[config.mk]
export PLATFORM = sky130hd
export DESIGN_NAME = drbg_ctrl
export DESIGN_NICKNAME = d
export VERILOG_FILES = /design/src/rtl/drbg_ctrl.sv
export SDC_FILE = /design/constraint.sdc
export NUM_CORES = 2
export LEC_CHECK = 0
export BUFFER_PORTS_ARGS = -buffer_cell sky130_fd_sc_hd__buf_4
export CAP_MARGIN = 30
export CORE_AREA = 5 5 418 420
export CTS_CLUSTER_DIAMETER = 60
export DETAILED_ROUTE_END_ITERATION = 10
export DIE_AREA = 0 0 423 425
export REMOVE_ABC_BUFFERS = 1
export SETUP_SLACK_MARGIN = 0.4
export SLEW_MARGIN = 40
export SYNTH_ARGS = -nofsm -noshare
export SYNTH_HDL_FRONTEND = slang
export SYNTH_SLANG_ARGS = --single-unit
[constraint.sdc]
create_clock -name clk_i -period 3.2 [get_ports clk_i]
set_clock_uncertainty 0.1 [all_clocks]
set_input_delay 0.64 -clock clk_i [delete_from_list [all_inputs] [get_ports clk_i]]
set_output_delay 0.64 -clock clk_i [all_outputs]
set_load 0.02 [all_outputs]
[src/rtl/drbg_ctrl.sv]
// -----------------------------------------------------------------------------
// drbg_ctrl -- CTR_DRBG command sequencer (AES-256, no derivation function,
// seedlen 384).
//
// Keeps the DRBG working state (key, V, reseed counter). It runs INSTANTIATE,
// RESEED and GENERATE by driving a shared external AES-256 encrypt core over a
// start/done handshake, and it streams 128-bit random blocks out over
// valid/ready.
//
// Configuration macro: DRBG_ADDIN_EN
//   defined   : GENERATE uses cmd_data_i as additional input. A nonzero value
//               is folded in by an UPDATE before the blocks are produced, and
//               it also feeds the UPDATE that follows generation.
//   undefined : GENERATE ignores cmd_data_i, and the UPDATE that follows
//               generation always uses zero.
//
// Ports:
//   clk_i, rst_ni           clock, asynchronous active-low reset
//   cmd_valid_i/cmd_ready_o command handshake (ready only in IDLE)
//   cmd_op_i                00 INSTANTIATE, 01 RESEED, 10 GENERATE, 11 reserved
//   cmd_data_i              384-bit provided data / additional input
//   cmd_nblk_i              number of 128-bit blocks for GENERATE
//   aes_start_o             one-cycle encrypt request
//   aes_key_o, aes_pt_o     current key and V (plaintext), held during a call
//   aes_done_i, aes_ct_i    completion strobe and ciphertext
//   out_valid_o/out_ready_i random block handshake
//   out_data_o, out_last_o  random block, final block of the command
//   busy_o                  sequencer not idle
//   instantiated_o          working state is valid
//   reseed_req_o            GENERATE refused because the reseed interval ran out
//   err_o                   one-cycle pulse for a rejected command
//   reseed_counter_o        current reseed counter
// -----------------------------------------------------------------------------
module drbg_ctrl #(
    parameter logic [31:0] RESEED_INTERVAL = 32'h0001_0000,
    parameter int unsigned NBLK_W          = 8
) (
    input  logic              clk_i,
    input  logic              rst_ni,
    input  logic              cmd_valid_i,
    output logic              cmd_ready_o,
    input  logic [1:0]        cmd_op_i,
    input  logic [383:0]      cmd_data_i,
    input  logic [NBLK_W-1:0] cmd_nblk_i,
    output logic              aes_start_o,
    output logic [255:0]      aes_key_o,
    output logic [127:0]      aes_pt_o,
    input  logic              aes_done_i,
    input  logic [127:0]      aes_ct_i,
    output logic              out_valid_o,
    input  logic              out_ready_i,
    output logic [127:0]      out_data_o,
    output logic              out_last_o,
    output logic              busy_o,
    output logic              instantiated_o,
    output logic              reseed_req_o,
    output logic              err_o,
    output logic [31:0]       reseed_counter_o
);

    typedef enum logic [2:0] {
        ST_IDLE, ST_UPD_REQ, ST_UPD_WAIT, ST_UPD_FIN, ST_GEN_REQ, ST_GEN_WAIT, ST_GEN_OUT
    } state_e;

    // Which command an UPDATE in flight belongs to, so UPD_FIN knows where to go.
    typedef enum logic [1:0] {
        PH_SEED, PH_GEN_PRE, PH_GEN_POST
    } phase_e;

    state_e              state_q, state_d;
    phase_e              phase_q, phase_d;
    logic [255:0]        key_q, key_d;
    logic [127:0]        v_q, v_d;
    logic [383:0]        temp_q, temp_d;
    logic [383:0]        upd_data_q, upd_data_d;
    logic [NBLK_W-1:0]   nblk_q, nblk_d;
    logic [NBLK_W-1:0]   blk_q, blk_d;
    logic [1:0]          call_q, call_d;
    logic [31:0]         rc_q, rc_d;
    logic                inst_q, inst_d;
    logic                rreq_q, rreq_d;
    logic                err_q, err_d;
    logic                start_q, start_d;
    logic                ovalid_q, ovalid_d;
    logic [127:0]        odata_q, odata_d;
    logic                olast_q, olast_d;
    logic                ready_q, ready_d;
    logic                busy_q, busy_d;
    logic [383:0]        mixed_s;

    // Result of an UPDATE: the three keystream blocks folded with the provided data.
    assign mixed_s = temp_q ^ upd_data_q;

    // State and output registers; reset clears everything, including instantiated.
    always_ff @(posedge clk_i or negedge rst_ni) begin
        if (!rst_ni) begin
            state_q    <= ST_IDLE;
            phase_q    <= PH_SEED;
            key_q      <= 256'd0;
            v_q        <= 128'd0;
            temp_q     <= 384'd0;
            upd_data_q <= 384'd0;
            nblk_q     <= {NBLK_W{1'b0}};
            blk_q      <= {NBLK_W{1'b0}};
            call_q     <= 2'd0;
            rc_q       <= 32'd0;
            inst_q     <= 1'b0;
            rreq_q     <= 1'b0;
            err_q      <= 1'b0;
            start_q    <= 1'b0;
            ovalid_q   <= 1'b0;
            odata_q    <= 128'd0;
            olast_q    <= 1'b0;
            ready_q    <= 1'b0;
            busy_q     <= 1'b0;
        end else begin
            state_q    <= state_d;
            phase_q    <= phase_d;
            key_q      <= key_d;
            v_q        <= v_d;
            temp_q     <= temp_d;
            upd_data_q <= upd_data_d;
            nblk_q     <= nblk_d;
            blk_q      <= blk_d;
            call_q     <= call_d;
            rc_q       <= rc_d;
            inst_q     <= inst_d;
            rreq_q     <= rreq_d;
            err_q      <= err_d;
            start_q    <= start_d;
            ovalid_q   <= ovalid_d;
            odata_q    <= odata_d;
            olast_q    <= olast_d;
            ready_q    <= ready_d;
            busy_q     <= busy_d;
        end
    end

    // Command decode, UPDATE/GENERATE sequencing and next-state of all registers.
    always_comb begin
        state_d    = state_q;
        phase_d    = phase_q;
        key_d      = key_q;
        v_d        = v_q;
        temp_d     = temp_q;
        upd_data_d = upd_data_q;
        nblk_d     = nblk_q;
        blk_d      = blk_q;
        call_d     = call_q;
        rc_d       = rc_q;
        inst_d     = inst_q;
        rreq_d     = rreq_q;
        err_d      = 1'b0;
        start_d    = 1'b0;
        ovalid_d   = ovalid_q;
        odata_d    = odata_q;
        olast_d    = olast_q;

        case (state_q)
            ST_IDLE: begin
                if (cmd_valid_i && ready_q) begin
                    nblk_d = cmd_nblk_i;
                    call_d = 2'd0;
                    case (cmd_op_i)
                        2'b00: begin
                            key_d      = 256'd0;
                            v_d        = 128'd0;
                            upd_data_d = cmd_data_i;
                            phase_d    = PH_SEED;
                            state_d    = ST_UPD_REQ;
                        end
                        2'b01: begin
                            if (inst_q) begin
                                upd_data_d = cmd_data_i;
                                phase_d    = PH_SEED;
                                state_d    = ST_UPD_REQ;
                            end else begin
                                err_d = 1'b1;
                            end
                        end
                        2'b10: begin
                            if (rc_q > RESEED_INTERVAL) begin
                                err_d  = 1'b1;
                                rreq_d = 1'b1;
                            end else if (!inst_q || (cmd_nblk_i == {NBLK_W{1'b0}})) begin
                                err_d = 1'b1;
                            end else begin
                                blk_d = NBLK_W'(1);
`ifdef DRBG_ADDIN_EN
                                upd_data_d = cmd_data_i;
                                if (cmd_data_i != 384'd0) begin
                                    phase_d = PH_GEN_PRE;
                                    state_d = ST_UPD_REQ;
                                end else begin
                                    phase_d = PH_GEN_POST;
                                    state_d = ST_GEN_REQ;
                                end
`else
                                upd_data_d = 384'd0;
                                phase_d    = PH_GEN_POST;
                                state_d    = ST_GEN_REQ;
`endif
                            end
                        end
                        default: begin
                            err_d = 1'b1;
                        end
                    endcase
                end else begin
                    state_d = ST_IDLE;
                end
            end
            ST_UPD_REQ: begin
                v_d     = v_q + 128'd1;
                start_d = 1'b1;
                state_d = ST_UPD_WAIT;
            end
            ST_UPD_WAIT: begin
                if (aes_done_i) begin
                    // Keystream fills temp from the top: call 0 -> [383:256].
                    case (call_q)
                        2'd0:    temp_d[383:256] = aes_ct_i;
                        2'd1:    temp_d[255:128] = aes_ct_i;
                        default: temp_d[127:0]   = aes_ct_i;
                    endcase
                    if (call_q == 2'd2) begin
                        state_d = ST_UPD_FIN;
                    end else begin
                        call_d  = call_q + 2'd1;
                        state_d = ST_UPD_REQ;
                    end
                end else begin
                    state_d = ST_UPD_WAIT;
                end
            end
            ST_UPD_FIN: begin
                key_d = mixed_s[383:128];
                v_d   = mixed_s[127:0];
                case (phase_q)
                    PH_SEED: begin
                        rc_d    = 32'd1;
                        inst_d  = 1'b1;
                        rreq_d  = 1'b0;
                        state_d = ST_IDLE;
                    end
                    PH_GEN_PRE: begin
                        state_d = ST_GEN_REQ;
                    end
                    default: begin
                        rc_d    = (rc_q == 32'hFFFF_FFFF) ? rc_q : rc_q + 32'd1;
                        state_d = ST_IDLE;
                    end
                endcase
            end
            ST_GEN_REQ: begin
                v_d     = v_q + 128'd1;
                start_d = 1'b1;
                state_d = ST_GEN_WAIT;
            end
            ST_GEN_WAIT: begin
                if (aes_done_i) begin
                    odata_d  = aes_ct_i;
                    ovalid_d = 1'b1;
                    olast_d  = (blk_q == nblk_q);
                    state_d  = ST_GEN_OUT;
                end else begin
                    state_d = ST_GEN_WAIT;
                end
            end
            ST_GEN_OUT: begin
                if (out_ready_i) begin
                    ovalid_d = 1'b0;
                    olast_d  = 1'b0;
                    if (olast_q) begin
                        call_d  = 2'd0;
                        phase_d = PH_GEN_POST;
                        state_d = ST_UPD_REQ;
                    end else begin
                        blk_d   = blk_q + NBLK_W'(1);
                        state_d = ST_GEN_REQ;
                    end
                end else begin
                    state_d = ST_GEN_OUT;
                end
            end
            default: begin
                state_d = ST_IDLE;
            end
        endcase

        ready_d = (state_d == ST_IDLE);
        busy_d  = (state_d != ST_IDLE);
    end

    assign cmd_ready_o      = ready_q;
    assign aes_start_o      = start_q;
    assign aes_key_o        = key_q;
    assign aes_pt_o         = v_q;
    assign out_valid_o      = ovalid_q;
    assign out_data_o       = odata_q;
    assign out_last_o       = olast_q;
    assign busy_o           = busy_q;
    assign instantiated_o   = inst_q;
    assign reseed_req_o     = rreq_q;
    assign err_o            = err_q;
    assign reseed_counter_o = rc_q;

endmodule
==> qor.txt <==
===================================================================================
Number of remaining DRC errors                                                    0
Arrival time at the worst endpoint                                          3.30 ns
Final-layout setup total negative slack                                        0 ns
Most common cell after layout, fill and taps aside                          dfrtp_1
Chip width                                                                   423 um
Crit path largest cell delay                                                0.60 ns
Detailed-route wire length per cell                                         26.2 um
Length of the first detailed-routing pass in iterations                           7
Core region area                                                         171000 um2
Die outline area                                                         180000 um2
Final setup margin                                                         0.477 ns
Path class of the lowest-slack min-delay path                             in -> reg
Seq/Total Area, Yosys                                                         59.1%
Die height                                                                   425 um
Run status                                                                completed
Headroom to the max-slew limit                                                46.8%
Sort of element at the end of the critical path                            register
Latest clock arrival within the worst-skew pair                             0.81 ns
First DRT Iteration DRCs                                                       3467
NetSw                                                                      28500 uW
Final cell utilization of the core                                            47.0%
Crit share post-route                                                         85.1%
Post-synth ARST share                                                          100%
Commonest cells after routing, fill and taps aside                     1322 x dfrtp_1, 1274 x buf_4, 523 x mux2_2, 509 x dlygate4sd3_1, 428 x nand2_1
Routed via count divided by cell count                                         5.23
Layout cell share with drive strength beyond 1                                33.9%
Clock Pin Slew Worst Setup and Hold Paths                                   0.06 ns
Area of placed instances                                                  69100 um2
Placed cell count                                                              7900
Number of buffers created by CTS                                                162
Count of placed standard cells in the final layout, fillers left out           8743
RSZ-0062 raised after global routing                                           true
Via count                                                                     45710
Leakage                                                                   0.0371 uW
Crit start category                                                        register
Wire length of the first global-routing pass                              333000 um
Crit path required time                                                     3.77 ns
Top fanout value on the critical path                                             8
Total number of yosys warnings                                                    0
Post-Synthesis Cell Area                                                  56800 um2
Maximum VDD drop                                                             645 uV
Number of clock sinks                                                          1342
Proportion of power drawn by combinational gates                              36.5%
Final max-slew violation count                                                    0
Internal power consumption                                                 48000 uW
Worst setup slack before clock tree synthesis                              0.287 ns
Global Route Usage Sum                                                        24.7%
Maximum number of pins on one net before global-route repair                     98
Buffer levels on the longest clock path                                           3
Min Clock Period, post-route                                                2.72 ns
CP Buf/Inv Count                                                                  1
Slowest cell on the critical path                                           dfrtp_1
Final Routed Wirelength                                                   229000 um
I/O Pins                                                                       1079
Fraction of power spent switching nets                                        37.3%
CP Depth                                                                          7
Number of synthesized register bits                                            1342
Synth Flop Type                                                             dfrtp_1
Crit path kind                                                           reg -> reg
Transition at the pin with the smallest max-transition slack               0.798 ns
Vias in the first global route                                                47399
Final layout net count                                                         6888
Kind of cell adding the most delay to the critical path                simple AND/OR/NAND/NOR gates
Count of max-cap constraint violations                                            0
Worst-path cell chain                                                  nand3_1 -> nor3_2 -> buf_4 -> nand4_1 -> nor4_2 -> mux2i_1 -> a211o_1
Post-Layout Inst Area                                                     80200 um2
Number of cells on the worst reg-to-reg path                                      7
Hold violation count in the final report                                          0
Number of standard cells after synthesis                                       4634
Std-Cell Rows                                                                   152
Global placement routability congestion                                       0.921
Final-report setup violation count                                                0
Number of enable-type register cells in the synthesized netlist                   0
Total congestion overflow after global routing                                    0
Total number of H-tree levels                                                     4
Number of antenna violations at the first check in global routing                14
Post-synthesis average cell area                                           12.3 um2
Hold path cells                                                                   2
Effective utilization at floorplan                                            33.3%
Total power divided by cell area                                         953 nW/um2
DRT antenna net count                                                             0
Peak Freq                                                                   367 MHz
Root cell of the clock tree                                               clkbuf_16
Hpwl dp                                                                   167000 um
Area grow syn2layout                                                          41.3%
Port-buffer cells                                                              1078
Number of different library cells in the post-synthesis netlist                  74
Clock tree from TritonCTS                                                     built
Clock power share                                                             25.2%
Part of the power in registers                                                38.3%
===================================================================================
## worst register-to-register path: stages, from the launching register on
cell	delay, ns
dfrtp_1	0.60
nand3_1	0.28
nor3_2	0.29
buf_4	0.21
nand4_1	0.30
nor4_2	0.47
mux2i_1	0.13
a211o_1	0.23
## metrics by stage
stage / total power (uW) / hold WS, ns
2_1_floorplan: 43500 / 0.244
3_3_place_gp: 56400 / 0.364
3_5_place_dp: 56900 / 0.371
4_1_cts: 77100 / 0.00191
5_1_grt: 80400 / 0.0195
6_report: 76500 / 0.0727
## registers in the layout, summed over array words and instances, names as in the netlist, 2 cells and up
name and count:
nblk_q 8, call_q 2, temp_q 384, reseed_counter_o 32, blk_q 8, out_data_o 128
state_q 3, upd_data_q 384, aes_pt_o 128, aes_key_o 256
## final timing paths
path                                                start  slack (ns)                     endpoint
max in group asynchronous                          rst_ni        1.38  upd_data_q[198]$_DFFE_PN0P_
worst max-delay path             aes_pt_o[80]$_DFFE_PN0P_        0.48    aes_pt_o[108]$_DFFE_PN0P_
min in group asynchronous                          rst_ni        0.27    aes_key_o[87]$_DFFE_PN0P_
worst max register to register   aes_pt_o[80]$_DFFE_PN0P_        0.48    aes_pt_o[108]$_DFFE_PN0P_
worst min register to register  aes_key_o[67]$_DFFE_PN0P_        0.38    aes_key_o[67]$_DFFE_PN0P_
worst min-delay path                        aes_ct_i[124]        0.07      temp_q[252]$_DFFE_PN0P_
## area by class of cell
cell class                      count  area (um2)
Antenna cell                       18        45.0
Clock inverter                     56         815
Multi-Input combinational cell   2975       22200
Fill cell                       15325       90300
Sequential cell                  1342       33600
Clock buffer                      246        4830
Inverter                           29         109
Timing Repair Buffer             1844       15800
Tap cell                         2233        2790
## repair_timing
item                       CTS  global route
hold buffers               509             0
setup buffers                3            10
hold endpoints to repair   879             0
setup endpoints to repair  390           300
resized for setup           11            42
cloned                       1             0
pin swaps                    1            11
## power by group through the flow
stage          sequential, uW  clock (uW)  combinational (uW)
3_3_place_gp            29200           0               27200
3_5_place_dp            29400           0               27500
6_report                29300       19300               27900
5_1_grt                 30100       20400               29900
2_1_floorplan           31100           0               12400
4_1_cts                 29200       19700               28300
## Yosys cell counts, drive strengths merged, types with 4 or more instances
library cell / instances / share of area [%]
a22o: 386 / 6.0
nand3: 94 / 0.84
a221o: 6 / 0.11
and3: 42 / 0.46
o31ai: 9 / 0.12
mux2i: 22 / 0.39
nor2: 119 / 0.79
buf: 41 / 0.32
nand3b: 6 / 0.079
inv: 29 / 0.19
and4: 14 / 0.22
and2: 22 / 0.24
nand2b: 8 / 0.088
a41oi: 4 / 0.062
o221ai: 15 / 0.23
nor2b: 4 / 0.044
clkbuf: 247 / 1.6
o211ai: 20 / 0.27
nand2: 433 / 2.9
a22oi: 48 / 0.63
nor3: 49 / 0.46
a31oi: 21 / 0.23
nor4: 63 / 0.90
xor2: 109 / 1.7
o311ai: 37 / 0.57
a21oi: 33 / 0.29
o311a: 4 / 0.071
or2: 8 / 0.088
nand4: 102 / 1.2
dfrtp: 1342 / 59
a211o: 8 / 0.12
or3: 18 / 0.22
o21ai: 359 / 3.2
or4: 17 / 0.22
xnor2: 328 / 5.1
mux2: 523 / 10
ha: 7 / 0.15
o22ai: 4 / 0.044
## layer usage
layer / GRT usage, % / routed length [um]
met1: 31.1 / 93000
met2: 40.7 / 109000
met3: 4.78 / 12900
met4: 12.8 / 13800
met5: 0 / 0
## cells by family after synthesis
family                   count (synthesis)  share of synthesized area, %
flip-flops                            1342                          59.1
AND/OR/NAND/NOR                       1010                          8.83
AO/OA/AOI/OAI                          976                          12.2
multiplexers                           545                          10.8
XOR/XNOR                               437                          6.74
buffers and inverters                  317                          2.15
adder cells (fa/ha/maj)                  7                         0.154
Note: power is estimated with default switching activity, not from simulation.
